$ cat config.mk
export PLATFORM = sky130hd
export DESIGN_NAME = iter_div
export DESIGN_NICKNAME = d
export VERILOG_FILES = /design/src/rtl/iter_div_pkg.sv /design/src/rtl/iter_div_step.sv /design/src/rtl/iter_div.sv
export SDC_FILE = /design/constraint.sdc
export NUM_CORES = 1
export LEC_CHECK = 0
export CAP_MARGIN = 20
export CORE_MARGIN = 2
export CORE_UTILIZATION = 30
export DETAILED_ROUTE_END_ITERATION = 10
export GPL_TIMING_DRIVEN = 0
export PLACE_DENSITY = 0.53
export SYNTH_ARGS = -nofsm -noshare
export SYNTH_HDL_FRONTEND = slang
export SYNTH_SLANG_ARGS = --single-unit
$ cat constraint.sdc
create_clock -name clk -period 13.05 [get_ports clk]
set_clock_uncertainty 0.15 [all_clocks]
set_input_delay 1.9575 -clock clk [delete_from_list [all_inputs] [get_ports clk]]
set_output_delay 1.9575 -clock clk [all_outputs]
set_load 0.01 [all_outputs]
$ cat src/rtl/iter_div_pkg.sv
// Shared constants and types for the iterative divider.
// FSM encodings live here so other blocks can decode them.
package iter_div_pkg;

  typedef enum logic [1:0] {
    IDLE = 2'd0,
    CALC = 2'd1,
    DONE = 2'd2
  } div_state_t;

endpackage

$ cat src/rtl/iter_div_step.sv
// One restoring radix-2 divide iteration.
// Shift in the next dividend bit, trial subtract, restore on borrow.
module div_step #(
  parameter int WIDTH = 64
) (
  input  logic [WIDTH-1:0] rem_in,
  input  logic [WIDTH-1:0] divisor,
  input  logic             bit_in,
  output logic [WIDTH-1:0] rem_out,
  output logic             q_bit
);

  logic [WIDTH:0]   shifted;
  logic [WIDTH+1:0] diff;
  logic             borrow;

  // trial subtraction of divisor from the shifted partial remainder
  always_comb begin
    shifted = {rem_in, bit_in};
    diff    = {1'b0, shifted} - {2'b00, divisor};
    borrow  = diff[WIDTH+1];
    rem_out = borrow ? shifted[WIDTH-1:0] : diff[WIDTH-1:0];
    q_bit   = ~borrow;
  end

endmodule

$ cat src/rtl/iter_div.sv
// Iterative restoring divider, one quotient bit per cycle.
// Signed divides run on magnitudes and fix signs on the last step.
module iter_div
  import iter_div_pkg::*;
#(
  parameter int WIDTH = 64
) (
  input  logic             clk,
  input  logic             rst,
  input  logic             div_flush,
  input  logic             div_valid,
  output logic             div_i_ready,
  input  logic             div_signed,
  input  logic [WIDTH-1:0] dividend,
  input  logic [WIDTH-1:0] divisor,
  output logic [WIDTH-1:0] quotient,
  output logic [WIDTH-1:0] remainder,
  output logic             div_o_valid,
  input  logic             div_o_ready
);

  localparam int CW = (WIDTH > 1) ? $clog2(WIDTH) : 1;
  localparam logic [CW-1:0] LAST = CW'(WIDTH - 1);
  localparam logic [WIDTH-1:0] MIN_NEG = WIDTH'(1) << (WIDTH - 1);

  div_state_t state_q;
  div_state_t state_d;

  logic [CW-1:0]    cnt_q;
  logic [WIDTH-1:0] rem_q;
  logic [WIDTH-1:0] dvd_q;
  logic [WIDTH-1:0] dvs_q;
  logic             neg_q_q;
  logic             neg_r_q;

  logic             accept;
  logic             div_zero;
  logic             ovf;
  logic             last;
  logic             a_neg;
  logic             b_neg;
  logic [WIDTH-1:0] abs_a;
  logic [WIDTH-1:0] abs_b;
  logic [WIDTH-1:0] step_rem;
  logic             step_qbit;
  logic [WIDTH-1:0] q_raw;
  logic [WIDTH-1:0] q_fin;
  logic [WIDTH-1:0] r_fin;

  // request decode, operand magnitudes and final sign fix-up
  always_comb begin
    accept   = div_valid && div_i_ready && !div_flush;
    div_zero = (divisor == '0);
    ovf      = div_signed && (dividend == MIN_NEG)
             && (divisor == '1);
    a_neg    = div_signed & dividend[WIDTH-1];
    b_neg    = div_signed & divisor[WIDTH-1];
    abs_a    = a_neg ? -dividend : dividend;
    abs_b    = b_neg ? -divisor : divisor;
    last     = (cnt_q == LAST);
    q_raw    = (dvd_q << 1) | WIDTH'(step_qbit);
    q_fin    = neg_q_q ? -q_raw : q_raw;
    r_fin    = neg_r_q ? -step_rem : step_rem;
  end

  div_step #(
    .WIDTH(WIDTH)
  ) u_step (
    .rem_in (rem_q),
    .divisor(dvs_q),
    .bit_in (dvd_q[WIDTH-1]),
    .rem_out(step_rem),
    .q_bit  (step_qbit)
  );

  // state register
  always_ff @(posedge clk) begin
    if (rst) state_q <= IDLE;
    else     state_q <= state_d;
  end

  // next-state logic; flush wins over everything
  always_comb begin
    state_d = state_q;
    if (div_flush) begin
      state_d = IDLE;
    end else begin
      unique case (state_q)
        IDLE: if (accept)
                state_d = (div_zero || ovf) ? DONE : CALC;
        CALC: if (last) state_d = DONE;
        DONE: if (div_o_ready) state_d = IDLE;
        default: state_d = IDLE;
      endcase
    end
  end

  // handshake outputs decoded from state
  always_comb begin
    div_i_ready = (state_q == IDLE);
    div_o_valid = (state_q == DONE);
  end

  // operand latch, iteration datapath and result registers
  always_ff @(posedge clk) begin
    if (rst) begin
      cnt_q     <= '0;
      rem_q     <= '0;
      dvd_q     <= '0;
      dvs_q     <= '0;
      neg_q_q   <= 1'b0;
      neg_r_q   <= 1'b0;
      quotient  <= '0;
      remainder <= '0;
    end else if (accept) begin
      cnt_q   <= '0;
      rem_q   <= '0;
      dvd_q   <= abs_a;
      dvs_q   <= abs_b;
      neg_q_q <= a_neg ^ b_neg;
      neg_r_q <= a_neg;
      if (div_zero) begin
        quotient  <= '1;
        remainder <= dividend;
      end else if (ovf) begin
        quotient  <= dividend;
        remainder <= '0;
      end
    end else if (div_flush) begin
      cnt_q <= '0;
    end else if (state_q == CALC) begin
      cnt_q <= cnt_q + 1'b1;
      rem_q <= step_rem;
      dvd_q <= q_raw;
      if (last) begin
        cnt_q     <= '0;
        quotient  <= q_fin;
        remainder <= r_fin;
      end
    end
  end

endmodule

# Word-level counts from Yosys, hierarchy flattened
# Cells that the tools add are included.
[word_totals]
regBits = 330
latchBits = 0
ram_bits = 0
rom_bits = 0
out_inout_bits = 130
word_cells = 74
n_memories = 0
[classes]
addsub = 6
multipliers = 0
div = 0
n_lt_le_gt_ge = 0
eq_ne = 10
shifts = 0
mux = 26
bitwise_logic = 6
n_reduce_logical = 17
[op_table]
columns = ["op", "count"]
rows = [
  ["$mux W64", 20],
  ["$neg A64 Y64", 4],
  ["$eq A64 B64 Y1 const B", 2],
  ["$sub A65 B64 Y66", 1],
  ["$logic_not A64 Y1", 1],
  ["$or A64 B1 Y64", 1],
  ["$mux W2", 4],
  ["$add A6 B1 Y6 const B", 1],
  ["$eq A6 B6 Y1 const B", 1],
  ["$mux W6", 1],
  ["$ne A2 B1 Y1 const B", 3],
  ["$pmux W2 S3", 1],
  ["$logic_and A1 B1 Y1", 4],
  ["$reduce_and A2 Y1", 2],
  ["$reduce_and A4 Y1", 1],
  ["$reduce_bool A2 Y1", 2],
  ["$reduce_or A2 Y1", 2],
  ["$ne A3 B1 Y1 const B", 1],
  ["$reduce_and A3 Y1", 1],
  ["$reduce_or A3 Y1", 1],
  ["$and A1 B1 Y1", 2],
  ["$eq A2 B1 Y1 const B", 1],
  ["$eq A2 B2 Y1 const B", 1],
  ["$logic_not A2 Y1", 1],
  ["other kinds (5)", 6],
]

# Longest topological paths before layout
[logic_depth]
ltp_word = 9
mapped_depth = 31

# Hierarchy
# From an unflattened synthesis, not the netlist that was laid out.
[unflattened]
hier_cells = 3180
area_unflattened_um2 = 23550.1
[modules_own_cells]
columns = ["mod", "instances", "cells_each", "area_per_inst_um2", "seq_area_each_um2"]
rows = [
  ["iter_div", 1, 2397, 18776.8, 6606.3],
  ["div_step", 1, 783, 4773.3, 0.0],
]

# Least setup slack after synthesis
# No wires, ideal clock.
[synth_timing]
kind = "register to register"
startpoint = "reg dvs_q[9]"
endpoint = "reg remainder[62]"
setup_time_ns = 0.124
arrival_ns = 5.858
t_required_ns = 12.776
path_slack_ns = 6.917
stages_incl_launch_ff = 30
path_cell_list = "dfxtp_1 -> inv_1 -> ha_1 -> clkbuf_1 -> nand4_1 -> nor2_1 -> o2111ai_2 -> a31oi_1 -> a221oi_2 -> nand3b_4 -> nand2_2 -> buf_4 -> buf_2 -> buf_2 -> buf_2 -> buf_4 -> mux2i_1 -> ha_1 -> inv_1 -> nor3_1 -> nand2_1 -> nor3b_1 -> nand2_1 -> nor4_1 -> a41oi_2 -> nor4_4 -> nand2_2 -> nor4_4 -> mux2i_1 -> a31oi_1"
[synth_via]
elab_chain_len = 8
[synth_rtl]
columns = ["element", "line_no", "rtl"]
rows = [
  ["start, declared", "iter_div.sv:32", "logic [WIDTH-1:0] dvs_q;"],
  ["start signal, assigned", "iter_div.sv:119", "dvs_q <= abs_b;"],
  ["$sub A65 B64 Y66 (*)", "iter_div_step.sv:20", "diff = {1'b0, shifted} - {2'b00, divisor};"],
  ["$mux W64 (*)", "iter_div_step.sv:22", "rem_out = borrow ? shifted[WIDTH-1:0] : diff[WIDTH-1:0];"],
  ["$neg A64 Y64", "iter_div.sv:63", "r_fin = neg_r_q ? -step_rem : step_rem;"],
  ["$mux W64 (*)", "iter_div.sv:63", ""],
  ["$mux W64 (*)", "iter_div.sv:135", "if (last) begin"],
  ["$mux W64 (*)", "iter_div.sv:131", "end else if (state_q == CALC) begin"],
  ["$mux W64 (*)", "iter_div.sv:129", "end else if (div_flush) begin"],
  ["$mux W64 (*)", "iter_div.sv:115", "end else if (accept) begin"],
  ["end signal, assigned", "iter_div.sv:124", "remainder <= dividend;"],
  ["end signal, assigned", "iter_div.sv:138", "remainder <= r_fin;"],
  ["end, declared", "iter_div.sv:17", "output logic [WIDTH-1:0] remainder,"],
]
# Mark *: on every way between the ends. The rest lies on a longest branch, timed or not. The select of a mux whose other input is x is not followed.
# A chain may end at the register's enable or synchronous reset.

# Worst setup path after layout
[layout_timing]
startpoint = "reg rem_q[41]"
endpoint = "reg remainder[38]"
[layout_via]
elab_chain_len = 8
[layout_rtl]
columns = ["element", "line_no", "rtl"]
rows = [
  ["start, declared", "iter_div.sv:30", "logic [WIDTH-1:0] rem_q;"],
  ["start signal, assigned", "iter_div.sv:133", "rem_q <= step_rem;"],
  ["$sub A65 B64 Y66 (*)", "iter_div_step.sv:20", ""],
  ["$mux W64 (*)", "iter_div_step.sv:22", ""],
  ["$neg A64 Y64", "iter_div.sv:63", ""],
  ["$mux W64 (*)", "iter_div.sv:63", ""],
  ["$mux W64 (*)", "iter_div.sv:135", ""],
  ["$mux W64 (*)", "iter_div.sv:131", ""],
  ["$mux W64 (*)", "iter_div.sv:129", ""],
  ["$mux W64 (*)", "iter_div.sv:115", ""],
]
# Marks and branches as above.

==> summary.md <==
| Metric | Value |
|---|---|
| Status | finished clean |
| Peak supply drop | around 0.086 mV |
| Setup TNS | 0 ns |
| CTS tree | built |
| Site Rows | 105 |
| Global-route usage over all layers | 28.4% |
| Critical Path Max Stage Delay | 0.68 ns |
| Cell area power density | 121 mW/mm^2 |
| DRC violations left | 0 |
| Inst Count DP | 4718 |
| Synth area leader | dfxtp_1 |
| Commonest cells after routing, fill and taps aside | nor2_1, nand2_1, dfxtp_1, a21oi_1, clkdlybuf4s50_1 |
| CP Capture Type | flop |
| Initial DRT Pass Iterations | 6 |
| Top-Level Pins | 264 |
| Int Pwr | 2.22 mW |
| Vias in the first global route | 26500 |
| CTS Root Cell | clkbuf_16 |
| Critical path class | flop to flop |
| EDFF count, synth | 0 |
| Flip-flop and latch area | roughly 0.0066 sq mm |
| Top cells by area, synth | dfxtp_1, nor2_1, nand2_1 |
| Clock H-tree levels | 2 |
| Final-report max-slew violation count | 0 |
| Synth Net Count | 3593 |
| GPL Wtd Cong | 0.965 |
| Worst slew pin tran | 1.28 ns |
| Post_cts resized | 0 |
| Final nets | 3901 |
| DR iter-0 viols | 3577 |
| CP startpoint kind | flop |
| Die Y | 291 um |
| Dpl hpwl | 101000 um |
| Final WL | 126000 um |
| FF-to-FF End | remainder[38] |
| Sw power | 1.43 mW |
| Post-route ant nets | 0 |
| Synthesized instance count | around 3400 |
| HP Class | flop to flop |
| Worst-case reg-to-reg path depth | 28 |
| Fillcell total | 8726 |
| RSZ-0062 raised after global routing | no |
| Largest net degree at the start of global routing | 13 |
| Share of cells above drive strength 1 | 4.43% |
| Hold Path End | dvs_q[58] |
| WL/cell | 26.2 um |
| Most common cell after layout, fill and taps aside | nor2_1 |
| Post-synth top area share | 26.7% |
| Top_reg_cell synth | dfxtp_1 |
| Static Leak | 10.4 nW |
| Final cell count without fillers | 4802 |
| Congestion Overflow GR | 0 |
| Clock Path Buffers | 3 |
| Yosys reg bits | between 300 and 400 |
| Synthesized cell area | ~0.025 sq mm |
| Unique cell type count in the Yosys netlist | 99 |
| Total CTS buffers | 43 |
| F_max | 110 MHz |
| Die Footprint | 0.0847 sq mm |
| Synth Warn # | 0 |
| CTS sink count | 330 |
| Buffer count from post-CTS setup fixing | 0 |
| Flop2flop setup slack | around 4.0 ns |
| Clock Latency Late Sink | ~0.61 ns |
| Fin crit share | 69.5% |
| Clk slew on worst S/H paths | 0.06 ns |
| Initial core utilization | 30.2% |
| Async SR Flop Fraction | 0% |
| Finished Cell Area | 0.0302 sq mm |
| Critical-path top delay cell | nor4_1 |
| Worst r2r src | rem_q[41] |
| Seq/Total Area, Yosys | 26.7% |
| Avg Cell Area, Syn | 7.30 sq um |
| # setup viols final | 0 |
| Hold_ws | roughly 0.30 ns |
| Max Cap Viol | 0 |
| PnR worst setup slack | 3.99 ns |
| Pre-CTS setup slack | approximately 4.5 ns |
| First-pass GRT wire length | 181000 um |
| Core area | 0.0818 sq mm |
| Final core occ | 36.9% |
| Initial antenna violation count | 4 |
| Final hold violation count | 0 |
| Die width | about 290 um |
| Critical Path RT | 13.33 ns |
| Vias per cell | 5.97 |
| Clock power frac | 35.0% |
| Hold Path Cell Cnt | 2 |
| Area of the multi-input gates | 0.0168 sq mm |
| Slew margin rel. | 14.8% |
| Area after DPL | 0.0287 sq mm |
| Post-CTS Hold Buffers | 0 |
| Worst-path fanout max | 10 |
| Final Critical Period | 9.06 ns |
| # port buffers | 258 |
| Total number of vias | 28600 |
| Worst hold start | dvs_q[58] |
| Sw frac | 39.2% |
| Gate power share | 35.1% |
| Share of power burned in registers | roughly 30% |
| Critical Path AT | 9.35 ns |
| Area delta synth->final | 22.1% |
| CP dominant cell by count | nand2_1 |
| Total power | 3.65 mW |
==> Yosys cell counts, types with 9 or more instances <==
| library cell | number |
|---|---|
| nor2_1 | 439 |
| nand2_1 | 388 |
| dfxtp_1 | 330 |
| a21oi_1 | 277 |
| clkbuf_1 | 205 |
| o21ai_0 | 170 |
| xnor2_1 | 163 |
| a211oi_1 | 137 |
| nor3_1 | 116 |
| xor2_1 | 104 |
| inv_1 | 98 |
| a311oi_1 | 76 |
| ha_1 | 70 |
| nand3_1 | 54 |
| nand4_1 | 51 |
| or3_1 | 51 |
| o31ai_1 | 49 |
| mux2i_1 | 44 |
| nor4_1 | 41 |
| a221oi_1 | 32 |
| o221ai_1 | 27 |
| a31oi_1 | 26 |
| or4_1 | 23 |
| and2_1 | 22 |
| a21o_1 | 21 |
| nand2b_1 | 21 |
| a22oi_1 | 20 |
| o21a_1 | 20 |
| o41ai_1 | 20 |
| buf_2 | 19 |
| and3_1 | 18 |
| o211ai_1 | 17 |
| buf_1 | 15 |
| and4_1 | 11 |
| o21ai_1 | 11 |
| or2_2 | 11 |
| nor2b_1 | 9 |
| o22ai_1 | 9 |
==> registers in the layout, summed over array words and instances (netlist names) <==
name	count
dvd_q	64
dvs_q	64
quotient	64
rem_q	64
remainder	64
cnt_q	6
state_q	2
neg_q_q	1
neg_r_q	1
==> per-layer routing <==
layer | GRT usage [%] | share of wire (%)
met5 | 0 | 0.010
met3 | 6.02 | 9.8
met1 | 37.9 | 42
met2 | 44.2 | 43
met4 | 11.7 | 4.6
==> power by group through the flow <==
| stage | Sequential, mW | Combinational (mW) | Clock, mW |
|---|---|---|---|
| finish | 1.09 | 1.28 | 1.28 |
| global route | 1.09 | 1.36 | 1.32 |
| CTS | 1.09 | 1.24 | 1.29 |
| detailed placement | 1.11 | 1.23 | 0 |
| global placement | 1.11 | 1.23 | 0 |
| floorplan | 1.09 | 0.816 | 0 |
==> how the worst max path moves through the flow <==
| stage | start | slack (ns) | end |
|---|---|---|---|
| after CTS | rem_q[41] | 4.43 | remainder[38] |
| after detailed placement | rem_q[41] | 4.48 | remainder[38] |
| final | rem_q[41] | 3.99 | remainder[38] |
| after global placement | rem_q[41] | 4.47 | remainder[38] |
| after floorplan | dvs_q[9] | 6.92 | remainder[62] |
| after global routing | rem_q[41] | 3.70 | remainder[38] |
==> worst max-delay path, delay by kind of cell, from the launching register on <==
kind	cells	cell delay [ns]
buffers and inverters	7	2.33
flip-flops	1	0.39
XOR/XNOR	1	0.17
AND/OR/NAND/NOR	14	4.01
AO/OA/AOI/OAI	4	1.23
adder cells (fa/ha/maj)	2	0.59
==> logic make-up after synthesis <==
kind of cell               after synthesis  share of synthesized area (%)
AOI/OAI and AO/OA                     1024                           28.1
muxes                                   51                           2.10
buffers and inverters                  343                           5.41
and+or+nand+nor                       1302                           24.6
xor gates and xnor gates               267                           9.46
adders and majority gates               71                           3.62
DFF                                    330                           26.7
==> layout make-up <==
type | instances | share of cell area (%)
repair buffers | 263 | 8.72
clock buffers | 60 | 4.17
clock inverters | 17 | 0.762
plain buffers | 244 | 3.20
diodes | 4 | 0.0331
flip-flops and latches | 330 | 21.9
inverters | 99 | 1.23
multi-input cells | 2715 | 55.6
well taps | 1070 | 4.43
No activity file was read; power rests on OpenSTA's default activity.
